File: config.mk
export PLATFORM = sky130hd
export DESIGN_NAME = seg_scan_ctrl
export DESIGN_NICKNAME = d
export VERILOG_FILES = /design/src/rtl/seg_scan_ctrl.sv
export SDC_FILE = /design/constraint.sdc
export NUM_CORES = 1
export LEC_CHECK = 0
export BUFFER_PORTS_ARGS = -buffer_cell sky130_fd_sc_hd__buf_4
export CAP_MARGIN = 5
export CORE_MARGIN = 2
export CORE_UTILIZATION = 65
export CTS_BUF_LIST = sky130_fd_sc_hd__clkbuf_4
export DETAILED_ROUTE_END_ITERATION = 16
export GPL_ROUTABILITY_DRIVEN = 0
export PLACE_DENSITY_LB_ADDON = 0.08
export SLEW_MARGIN = 10
export SYNTH_ARGS = -nofsm -noshare
export SYNTH_HDL_FRONTEND = slang
export SYNTH_SLANG_ARGS = --single-unit
File: constraint.sdc
create_clock -name sys_clk -period 6.8 [get_ports sys_clk]
set_input_delay 0.34 -clock sys_clk [delete_from_list [all_inputs] [get_ports sys_clk]]
set_output_delay 0.34 -clock sys_clk [all_outputs]
set_load 0.1 [all_outputs]
File: src/rtl/seg_scan_ctrl.sv
// seg_scan_ctrl: time-multiplexed scan controller for a 6-digit common-anode 7-segment display.
// Define LEAD_ZERO_BLANK_EN to blank leading zero digits (digit 0 is always shown).
module seg_scan_ctrl #(
    parameter logic [15:0] CLK_DIV      = 16'd50000,
    parameter logic [15:0] BLANK_CYCLES = 16'd500
) (
    input  logic        sys_clk,
    input  logic        sys_rst_n,
    input  logic        en,
    input  logic [23:0] din,
    input  logic [5:0]  dp_in,
    input  logic        din_valid,
    output logic        din_ready,
    output logic        frame_done,
    output logic [5:0]  sel,
    output logic [7:0]  seg_led
);

    localparam logic [15:0] SlotLast  = CLK_DIV - 16'd1;
    localparam logic [15:0] BlankLast = BLANK_CYCLES - 16'd1;
    localparam logic [2:0]  LastDigit = 3'd5;

    typedef enum logic [1:0] {
        StOff,
        StBlank,
        StDrive
    } state_e;

    state_e      state_q;
    logic [15:0] cnt_q;
    logic [2:0]  idx_q;
    logic [23:0] disp_word_q;
    logic [5:0]  disp_dp_q;
    logic [23:0] pend_word_q;
    logic [5:0]  pend_dp_q;
    logic        pend_full_q;

    logic        accept;
    logic        slot_end;
    logic        frame_end;
    logic [3:0]  cur_nib;
    logic        cur_dp;
    logic [5:0]  lead_blank;
    logic [7:0]  drive_seg;

    // Segment pattern for a hex nibble, {g,f,e,d,c,b,a}, low = lit.
    function automatic logic [6:0] seg_decode(input logic [3:0] nib);
        logic [6:0] pat;
        case (nib)
            4'h0:    pat = 7'h40;
            4'h1:    pat = 7'h79;
            4'h2:    pat = 7'h24;
            4'h3:    pat = 7'h30;
            4'h4:    pat = 7'h19;
            4'h5:    pat = 7'h12;
            4'h6:    pat = 7'h02;
            4'h7:    pat = 7'h78;
            4'h8:    pat = 7'h00;
            4'h9:    pat = 7'h10;
            4'hA:    pat = 7'h08;
            4'hB:    pat = 7'h03;
            4'hC:    pat = 7'h46;
            4'hD:    pat = 7'h21;
            4'hE:    pat = 7'h06;
            4'hF:    pat = 7'h0E;
            default: pat = 7'h7F;
        endcase
        return pat;
    endfunction

    assign din_ready = ~pend_full_q;
    assign accept    = din_valid & ~pend_full_q;
    assign slot_end  = (state_q == StDrive) && (cnt_q == SlotLast);
    assign frame_end = slot_end && (idx_q == LastDigit);
    assign cur_nib   = disp_word_q[{idx_q, 2'b00} +: 4];
    assign cur_dp    = disp_dp_q[idx_q];

`ifdef LEAD_ZERO_BLANK_EN
    // A digit blanks only if it and every digit to its left is zero with its dp off.
    always_comb begin
        logic zero_run;
        zero_run   = 1'b1;
        lead_blank = '0;
        for (int k = 5; k >= 1; k--) begin
            zero_run      = zero_run && (disp_word_q[4*k +: 4] == 4'd0) && !disp_dp_q[k];
            lead_blank[k] = zero_run;
        end
    end
`else
    assign lead_blank = '0;
`endif

    always_comb begin
        drive_seg = {~cur_dp, seg_decode(cur_nib)};
        if (lead_blank[idx_q]) begin
            drive_seg = 8'hFF;
        end
    end

    always_ff @(posedge sys_clk) begin
        if (!sys_rst_n) begin
            state_q     <= StOff;
            cnt_q       <= '0;
            idx_q       <= '0;
            disp_word_q <= '0;
            disp_dp_q   <= '0;
            pend_word_q <= '0;
            pend_dp_q   <= '0;
            pend_full_q <= 1'b0;
            sel         <= 6'h3F;
            seg_led     <= 8'hFF;
            frame_done  <= 1'b0;
        end else begin
            frame_done <= 1'b0;

            // Pins follow the state of the previous cycle.
            if (state_q == StDrive) begin
                sel     <= ~(6'd1 << idx_q);
                seg_led <= drive_seg;
            end else begin
                sel     <= 6'h3F;
                seg_led <= 8'hFF;
            end

            if (accept) begin
                pend_word_q <= din;
                pend_dp_q   <= dp_in;
                pend_full_q <= 1'b1;
            end

            if (!en) begin
                state_q <= StOff;
                cnt_q   <= '0;
                idx_q   <= '0;
                // Nothing is lit, so a waiting word can be shown without tearing.
                if (pend_full_q) begin
                    disp_word_q <= pend_word_q;
                    disp_dp_q   <= pend_dp_q;
                    pend_full_q <= 1'b0;
                end
            end else begin
                unique case (state_q)
                    StOff: begin
                        state_q <= StBlank;
                        cnt_q   <= '0;
                        idx_q   <= '0;
                    end
                    StBlank: begin
                        cnt_q <= cnt_q + 16'd1;
                        if (cnt_q == BlankLast) begin
                            state_q <= StDrive;
                        end
                    end
                    StDrive: begin
                        if (slot_end) begin
                            state_q <= StBlank;
                            cnt_q   <= '0;
                            idx_q   <= (idx_q == LastDigit) ? 3'd0 : idx_q + 3'd1;
                        end else begin
                            cnt_q <= cnt_q + 16'd1;
                        end
                    end
                    default: begin
                        state_q <= StOff;
                        cnt_q   <= '0;
                        idx_q   <= '0;
                    end
                endcase

                if (frame_end) begin
                    frame_done <= 1'b1;
                    if (pend_full_q) begin
                        disp_word_q <= pend_word_q;
                        disp_dp_q   <= pend_dp_q;
                        pend_full_q <= 1'b0;
                    end
                end
            end
        end
    end

endmodule
==> results.sh, run 1 <==
export IMPL_crit_path_max_fanout=17
export IMPL_yosys_cell_types_count=50
export IMPL_power_density_mw_per_mm2=205
export IMPL_yosysTopAreaCell="dfxtp_1"
export IMPL_root_buffer="clkbuf_4"
export IMPL_synth_compound_area_share_pct=10.6
export IMPL_postCtsResizedCells=0
export IMPL_drt_first_pass_iters=4
export IMPL_num_vias=3045
export IMPL_skew_ns=0.0206
export IMPL_row_count=29
export IMPL_via_per_inst=5.39
export IMPL_yosys_area_share_simple_pct=21.1
export IMPL_worstMarginPinSlew_ns=1.17
export IMPL_fmax_ghz=0.370
export IMPL_detail_route_wirelength_um=7780
export IMPL_endpoint_kind="register"
export IMPL_track_usage_pct=23.0
export IMPL_finalPower_mw=0.968
export IMPL_core_area_mm2=0.00628
export IMPL_synth_top_family_by_area="simple AND/OR/NAND/NOR gates"
export IMPL_clk_path_buf_depth=2
export IMPL_synth_xor_area_share_pct=2.93
export IMPL_grt_pass1_wl_um=13300
export IMPL_finalHoldViolCount=0
export IMPL_async_flop_share_pct=0
export IMPL_ir_worst_vdd_mv=0.138
export IMPL_area_growth_pct=13.0
export IMPL_yosys_cell_count_top_type="dfxtp_1"
export IMPL_final_fill_count=465
export IMPL_grt_overflow=0
export IMPL_grt_pass1_vias=2878
export IMPL_synth_area_mux_share_pct=12.1
export IMPL_drc=0
export IMPL_cp_arrival_ns=3.01
export IMPL_slew_headroom_pct=21.6
export IMPL_start_kind="register"
export IMPL_ant_nets=0
export IMPL_leakage_nw=1.97
export IMPL_antennaDiodeCount=0
export IMPL_yosysWarnings=0
export IMPL_die_y_um=84.2
export IMPL_drt_iter0_markers=99
export IMPL_numCtsBuffers=9
export IMPL_antenna_found_initial=0
export IMPL_cts_clk_slew_worst_paths_ns=0.15
export IMPL_critical_path_class="register to register"
export IMPL_hold_path_class="input pin to register"
export IMPL_clkSinkCount=97
export IMPL_synth_area_leaders="dfxtp_1 46%, mux2i_1 11%, nand2_1 6.8%"
export IMPL_setup_ws_ns=4.10
export IMPL_ys_seq_elements=97
export IMPL_setup_viol=0
export IMPL_clkLatencyLatePin_ns=0.43
export IMPL_syn_mean_instance_area_um2=9.38
export IMPL_rsz0062_at_grt="false"
export IMPL_synth_cells=446
export IMPL_initial_core_util_pct=66.6
export IMPL_pin_count=50
export IMPL_drv_cap=0
export IMPL_cts_setup_buffers=0
export IMPL_hpwl_um=5410
export IMPL_cts_hold_buffers=0
export IMPL_grt_max_degree=66
export IMPL_finalCritPeriodShare_pct=39.7
export IMPL_io_buffers=49
export IMPL_ys_flop_type="dfxtp_1"
export IMPL_cp_required_ns=7.11
export IMPL_synth_edf_count=0
export IMPL_synth_nets=492
export IMPL_ys_seq_area_share_pct=46.4
export IMPL_synthAdderAreaFrac_pct=3.59
export IMPL_cts_tree="done"
export IMPL_cts_htree_levels=3
export IMPL_pre_cts_ws_ns=4.17
export IMPL_dieArea_mm2=0.00709
export IMPL_setup_tns_ns=0
export IMPL_fp_dieW_um=84.2
export IMPL_min_period_ns=2.70
export IMPL_drt_wirelength_per_cell_um=13.8
export IMPL_fin_nets=529
export IMPL_ys_top_cells_by_count="97 x dfxtp_1, 76 x nand2_1, 44 x mux2i_1"
export IMPL_outcome="finished, final reports clean"
export IMPL_report_final_slew_viol_count=0
export IMPL_synth_top_area_share_pct=46.4
export IMPL_layout_drive_gt1_share_pct=16.2
export IMPL_synth_area_mm2=0.00418
[power by group]
part | internal [mW] | leakage, nW | switching [mW] | total (mW)
Clock | 0.115 | 0.0729 | 0.193 | 0.307
Sequential | 0.583 | 0.788 | 0.00876 | 0.591
Combinational | 0.0335 | 1.11 | 0.0357 | 0.0692
Total | 0.731 | 1.97 | 0.237 | 0.968
[layout by cell type, fill, tap and decap left out, types with 4 or more instances in the layout]
| cell | netlist | layout |
|---|---|---|
| and2_1 | 4 | 4 |
| dfxtp_1 | 97 | 97 |
| nand3_1 | 7 | 7 |
| nand2_1 | 76 | 76 |
| clkbuf_4 | 0 | 9 |
| nor2b_1 | 33 | 32 |
| inv_1 | 11 | 11 |
| mux2_2 | 4 | 4 |
| and3_1 | 7 | 7 |
| a21boi_0 | 31 | 31 |
| ha_1 | 12 | 12 |
| mux2i_1 | 44 | 44 |
| o21ai_0 | 4 | 4 |
| a21oi_1 | 7 | 7 |
| xor2_1 | 7 | 7 |
| buf_4 | 0 | 50 |
| nor2_1 | 29 | 29 |
| xnor2_1 | 7 | 7 |
[state kept, by name, summed over array words and instances (netlist names)]
signal / flops
disp_word_q: 24
pend_full_q: 1
idx_q: 3
seg_led: 8
disp_dp_q: 6
sel: 6
pend_dp_q: 6
state_q: 2
frame_done: 1
pend_word_q: 24
cnt_q: 16
[area by class of cell]
type,instances,area [µm²],share of cell area (%)
well taps,77,96.3,2.04
repair buffers,50,375,7.94
clock buffers,9,67.6,1.43
multi-input cells,314,2130,45.0
clock inverters,7,76.3,1.61
inverters,11,41.3,0.873
flip-flops and latches,97,1940,41.1
[routing by layer]
metal,part of all wire (%),vias to the layer above,global-route usage (%)
met5,0,-,0
met4,1.4,0,8.94
met3,4.3,9,3.93
met2,46,64,37.0
met1,49,1387,31.2
li1,-,1585,-
[per-stage QoR]
stage	utilization [%]	hold WS [ns]	instance area, µm²	std cells
after floorplan	-	0.413	4180	446
after global placement	73.0	0.423	4580	549
after detailed placement	73.0	0.434	4580	549
after CTS	75.3	0.129	4730	565
after global routing	75.3	0.117	4730	565
final	75.3	0.141	4730	565
[kinds of logic (layout without fill, tap and decap cells)]
group / after synthesis / after routing
AND/OR/NAND/NOR: 178 / 178
flip-flops: 97 / 97
AO/OA/AOI/OAI: 61 / 61
multiplexers: 49 / 49
buffers and inverters: 35 / 77
XOR/XNOR: 14 / 14
adder cells (fa/ha/maj): 12 / 12
[worst paths after layout]
check	from	to	slack, ns	cells after the start
setup / recovery	idx_q[1]	seg_led[3]	4.10	7
hold / removal	din[7]	pend_word_q[7]	0.14	3
setup reg to reg	idx_q[1]	seg_led[3]	4.10	7
hold reg to reg	cnt_q[0]	cnt_q[0]	0.46	1
[critical path, cell delays in order (launching register included)]
cell       delay (ns)
dfxtp_1          0.78
mux2_2           0.40
a21oi_1          0.40
inv_1            0.17
ha_1             0.25
o21a_1           0.12
a2111oi_0        0.40
a31oi_1          0.08
Note: power is estimated with default switching activity, not from simulation.
==> inputs of run 2 (changes only) <==
--- a/config.mk
+++ b/config.mk
@@ -8,7 +8,7 @@
 export BUFFER_PORTS_ARGS = -buffer_cell sky130_fd_sc_hd__buf_4
 export CAP_MARGIN = 5
 export CORE_MARGIN = 2
-export CORE_UTILIZATION = 65
+export CORE_UTILIZATION = 60
 export CTS_BUF_LIST = sky130_fd_sc_hd__clkbuf_4
 export DETAILED_ROUTE_END_ITERATION = 16
 export GPL_ROUTABILITY_DRIVEN = 0
==> constraint.sdc (replaced) <==
create_clock -name sys_clk -period 2.5 [get_ports sys_clk]
set_input_delay 0.125 -clock sys_clk [delete_from_list [all_inputs] [get_ports sys_clk]]
set_output_delay 0.125 -clock sys_clk [all_outputs]
set_load 0.1 [all_outputs]
==> run 2 against run 1 <==
Net effect: utilization grew 0.64 points; combinational power rose to 3.5 times the previous value; global-route usage up 1.1 points; cell count up 7.4%; design area grew 8.5%; sequential cell count unchanged; fmax rose by 13%; register-to-register slack worse by 4.0 ns; die area increased by 7.9%; highest routed layer unchanged.
==> results.sh, run 2 (same netlist as run 1, synthesis figures left out) <==
export IMPL_min_from="sys_rst_n"
export IMPL_setup_viol=0
export IMPL_cts_setup_buffers=0
export IMPL_cp_arrival_ns=2.76
export IMPL_pin_count=50
export IMPL_setup_tns_ns=0
export IMPL_antennaDiodeCount=0
export IMPL_cts_tree="done"
export IMPL_grt_overflow=0
export IMPL_drt_wirelength_per_cell_um=13.9
export IMPL_dieArea_mm2=0.00765
export IMPL_drc=0
export IMPL_fp_dieW_um=87.5
export IMPL_num_vias=3309
export IMPL_critical_path_class="register to register"
export IMPL_timing_rr_end="idx_q[2]"
export IMPL_grt_max_degree=66
export IMPL_fin_nets=569
export IMPL_numCtsBuffers=9
export IMPL_outcome="finished, final reports clean"
export IMPL_clkLatencyLatePin_ns=0.43
export IMPL_drv_cap=0
export IMPL_min_period_ns=2.39
export IMPL_endpoint_kind="register"
export IMPL_leakage_nw=2.16
export IMPL_report_final_slew_viol_count=0
export IMPL_antenna_found_initial=0
export IMPL_ir_worst_vdd_mv=0.414
export IMPL_reg_top3="disp_word_q x24, pend_word_q x24, cnt_q x16"
export IMPL_root_buffer="clkbuf_4"
export IMPL_final_cells=607
export IMPL_drt_iter0_markers=132
export IMPL_rsz0062_at_grt="false"
export IMPL_power_density_mw_per_mm2=535
export IMPL_hpwl_um=5540
export IMPL_r2r_slack_ns=0.11
export IMPL_start_kind="register"
export IMPL_grt_pass1_vias=3151
export IMPL_final_util_pct=75.9
export IMPL_r2r_cells=5
export IMPL_cts_htree_levels=3
export IMPL_detail_route_wirelength_um=8430
export IMPL_cp_required_ns=2.87
export IMPL_drt_first_pass_iters=4
export IMPL_track_usage_pct=24.1
export IMPL_finalHoldViolCount=0
export IMPL_clk_path_buf_depth=2
export IMPL_hold_path_class="input pin to register"
export IMPL_fmax_ghz=0.418
export IMPL_crit_path_max_fanout=5
export IMPL_layout_drive_gt1_share_pct=16.9
export IMPL_r2r_start="cnt_q[10]"
export IMPL_final_common_cell="dfxtp_1"
export IMPL_clkSinkCount=97
export IMPL_slew_headroom_pct=56.8
export IMPL_ant_nets=0
export IMPL_initial_core_util_pct=61.9
export IMPL_die_y_um=87.5
export IMPL_via_per_inst=5.45
export IMPL_io_buffers=49
export IMPL_holdPathEnd="pend_word_q[18]"
export IMPL_finalCritPeriodShare_pct=95.7
export IMPL_place_inst=561
export IMPL_grt_pass1_wl_um=14500
export IMPL_worstMarginPinSlew_ns=0.645
export IMPL_cts_clk_slew_worst_paths_ns=0.14
export IMPL_skew_ns=0.0136
export IMPL_hold_path_depth=2
export IMPL_area_growth_pct=22.7
export IMPL_mostFrequentLayoutCells="95 x dfxtp_1, 76 x nand2_1, 58 x buf_4, 44 x mux2i_1, 32 x nor2b_1"
export IMPL_row_count=30
export IMPL_core_area_mm2=0.00676
## run 2: cell types whose count changed in the layout (fill, tap and decap cells not counted), sizes merged
cell,previous run,this run
bufinv,1,2
dlygate4sd3,0,31
clkinvlp,2,0
buf,50,59
clkinv,2,4
inv,13,11
## run 2: critical path, cell delays in order, from the launching register on
cell,delay (ns)
dfxtp_1,0.37
or4_4,0.56
or4_4,0.52
a21o_1,0.23
or4b_1,0.51
a21oi_1,0.14
## run 2: timing repair
item / in CTS / in global routing
hold buffers: 30 / 1
resized for setup: 0 / 2
endpoints found under the hold margin: 30 / 1
endpoints found under the setup margin: 0 / 1
## run 2: how the worst max path moves through the flow
stage	startpoint	endpoint	slack, ns	cells after the start
final	cnt_q[10]	idx_q[2]	0.11	5
after detailed placement	cnt_q[10]	idx_q[2]	0.14	5
after global placement	cnt_q[10]	idx_q[2]	0.18	5
after global routing	cnt_q[10]	idx_q[2]	0.03	5
after CTS	cnt_q[10]	idx_q[2]	0.11	5
after floorplan	idx_q[1]	seg_led[6]	0.03	9
## run 2: final cells by class
type / count / area (µm²)
Inverter: 11 / 41.3
Multi-Input combinational cell: 314 / 2130
Timing Repair Buffer: 90 / 766
Sequential cell: 97 / 1940
Clock inverter: 6 / 83.8
Fill cell: 492 / 1630
Tap cell: 80 / 100
Clock buffer: 9 / 67.6
## run 2: power by group
group	total (mW)	internal [mW]	switching (mW)
combinational	0.239	0.128	0.111
sequential	1.61	1.58	0.0227
clock	0.898	0.398	0.500
total	2.74	2.11	0.634
## run 2: layer usage
layer | global-route usage [%] | wire, µm | vias to the layer above
met2 | 39.7 | 3990 | 72
met4 | 7.83 | 84 | 0
met3 | 4.93 | 313 | 7
met1 | 31.8 | 4040 | 1549
met5 | 0 | 0 | -
li1 | - | - | 1681
## run 2: per-stage QoR
| step | area, µm² | hold WS, ns | setup slack (ns) | total power [mW] |
|---|---|---|---|---|
| after floorplan | 4180 | 0.270 | 0.0278 | 1.76 |
| after global placement | 4670 | 0.387 | 0.181 | 1.83 |
| after detailed placement | 4670 | 0.395 | 0.141 | 1.84 |
| after CTS | 5120 | 0.0164 | 0.112 | 2.75 |
| after global routing | 5130 | 0.189 | 0.0271 | 2.85 |
| final | 5130 | 0.197 | 0.107 | 2.74 |
==> inputs of run 3 (changes only) <==
--- a/config.mk
+++ b/config.mk
@@ -8,7 +8,7 @@
 export BUFFER_PORTS_ARGS = -buffer_cell sky130_fd_sc_hd__buf_4
 export CAP_MARGIN = 5
 export CORE_MARGIN = 2
-export CORE_UTILIZATION = 60
+export CORE_UTILIZATION = 30
 export CTS_BUF_LIST = sky130_fd_sc_hd__clkbuf_4
 export DETAILED_ROUTE_END_ITERATION = 16
 export GPL_ROUTABILITY_DRIVEN = 0
==> run 3 against run 2 <==
Net effect: power down 7.0%; hold slack worse by 0.059 ns; count of clock-buffer cells in the layout up 1; fmax down 0.15%; critical path depth unchanged; die area up 95%; clock power down 21%; worst setup slack worse by 0.0037 ns; largest cell class unchanged; cell count up 16%.
==> results.sh, run 3 (same netlist as run 1, synthesis figures left out) <==
export IMPL_track_usage_pct=13.6
export IMPL_rsz0062_at_grt="false"
export IMPL_fmax_ghz=0.417
export IMPL_slew_headroom_pct=60.7
export IMPL_cp_arrival_ns=2.79
export IMPL_detail_route_wirelength_um=9350
export IMPL_core_area_mm2=0.0138
export IMPL_dieArea_mm2=0.0149
export IMPL_finalPower_mw=2.55
export IMPL_setup_ws_ns=0.104
export IMPL_cts_setup_buffers=0
export IMPL_initial_core_util_pct=30.4
export IMPL_leakage_nw=2.14
export IMPL_drv_cap=0
export IMPL_fin_nets=570
export IMPL_pre_cts_ws_ns=0.147
export IMPL_die_y_um=122
export IMPL_antenna_found_initial=0
export IMPL_ant_nets=0
export IMPL_drt_first_pass_iters=4
export IMPL_clkLatencyLatePin_ns=0.46
export IMPL_ir_worst_vdd_mv=0.193
export IMPL_crit_path_max_fanout=5
export IMPL_worstMarginPinSlew_ns=0.588
export IMPL_pin_count=50
export IMPL_reg_top3="disp_word_q x24, pend_word_q x24, cnt_q x16"
export IMPL_cts_htree_levels=3
export IMPL_outcome="finished, final reports clean"
export IMPL_grt_pass1_vias=3150
export IMPL_via_per_inst=4.58
export IMPL_cts_tree="done"
export IMPL_hold_path_class="input pin to register"
export IMPL_row_count=43
export IMPL_mostFrequentLayoutCells="94 x dfxtp_1, 76 x nand2_1, 59 x buf_4, 44 x mux2i_1, 32 x nor2b_1"
export IMPL_grt_overflow=0
export IMPL_skew_ns=0.0234
export IMPL_hpwl_um=6510
export IMPL_critical_path_class="register to register"
export IMPL_endpoint_kind="register"
export IMPL_root_buffer="clkbuf_4"
export IMPL_io_buffers=49
export IMPL_finalHoldViolCount=0
export IMPL_layout_drive_gt1_share_pct=16.9
export IMPL_setup_viol=0
export IMPL_fp_dieW_um=122
export IMPL_drt_iter0_markers=184
export IMPL_start_kind="register"
export IMPL_setup_tns_ns=0
export IMPL_grt_pass1_wl_um=15800
export IMPL_num_vias=3237
export IMPL_clkSinkCount=97
export IMPL_drc=0
export IMPL_area_growth_pct=24.6
export IMPL_antennaDiodeCount=0
export IMPL_clk_path_buf_depth=2
export IMPL_final_common_cell="dfxtp_1"
export IMPL_finalCritPeriodShare_pct=95.9
export IMPL_cts_clk_slew_worst_paths_ns=0.14
export IMPL_drt_wirelength_per_cell_um=13.2
export IMPL_report_final_slew_viol_count=0
export IMPL_cp_required_ns=2.90
export IMPL_numCtsBuffers=9
export IMPL_grt_max_degree=65
export IMPL_min_period_ns=2.40
export IMPL_power_density_mw_per_mm2=490
run 3: area by class of cell:
cell class	instances	area [µm²]
flip-flops and latches	97	1950
repair buffers	91	773
inverters	11	41.3
well taps	180	225
clock inverters	4	22.5
clock buffers	10	75.1
multi-input cells	314	2130
fillers	1452	8560
run 3: path summary, 6_finish.rpt:
path                            startpoint       end  slack, ns  cells past startpoint
worst max-delay path             cnt_q[10]  idx_q[2]       0.10                      5
worst min-delay path             sys_rst_n    sel[0]       0.14                      4
worst max register to register   cnt_q[10]  idx_q[2]       0.10                      5
worst min register to register    cnt_q[0]  cnt_q[0]       0.46                      1
run 3: per-stage QoR:
| stage | cell area [µm²] | utilization [%] | hold slack [ns] | instances |
|---|---|---|---|---|
| after global placement | 4800 | 34.8 | 0.389 | 662 |
| after CTS | 5210 | 37.8 | 0.0930 | 707 |
| final | 5210 | 37.8 | 0.138 | 707 |
| after global routing | 5210 | 37.8 | 0.139 | 707 |
| after detailed placement | 4800 | 34.8 | 0.398 | 662 |
| after floorplan | 4180 | - | 0.270 | 446 |
run 3: what timing repair did:
action                                 in CTS  in global routing
hold buffers                               31                  0
setup endpoints to repair                   0                  2
gates resized for setup                     0                  3
endpoints found under the hold margin      31                  0
run 3: metal layers:
metal	track usage, %	wire, µm	vias to the layer above
met1	18.2	4820	1497
met3	3.28	329	13
met4	4.74	119	0
met5	0	0	-
met2	21.2	4080	58
li1	-	-	1669
run 3: where the power goes:
group / switching, mW / internal, mW / leakage (nW)
logic: 0.110 / 0.128 / 1.29
registers: 0.0241 / 1.58 / 0.789
clock network: 0.505 / 0.201 / 0.0595
run 3: critical path, stage by stage (launching register included):
cell     delay (ns)
dfxtp_2        0.36
or4_4          0.55
or4_4          0.53
a21o_1         0.24
or4b_1         0.50
a21oi_1        0.15
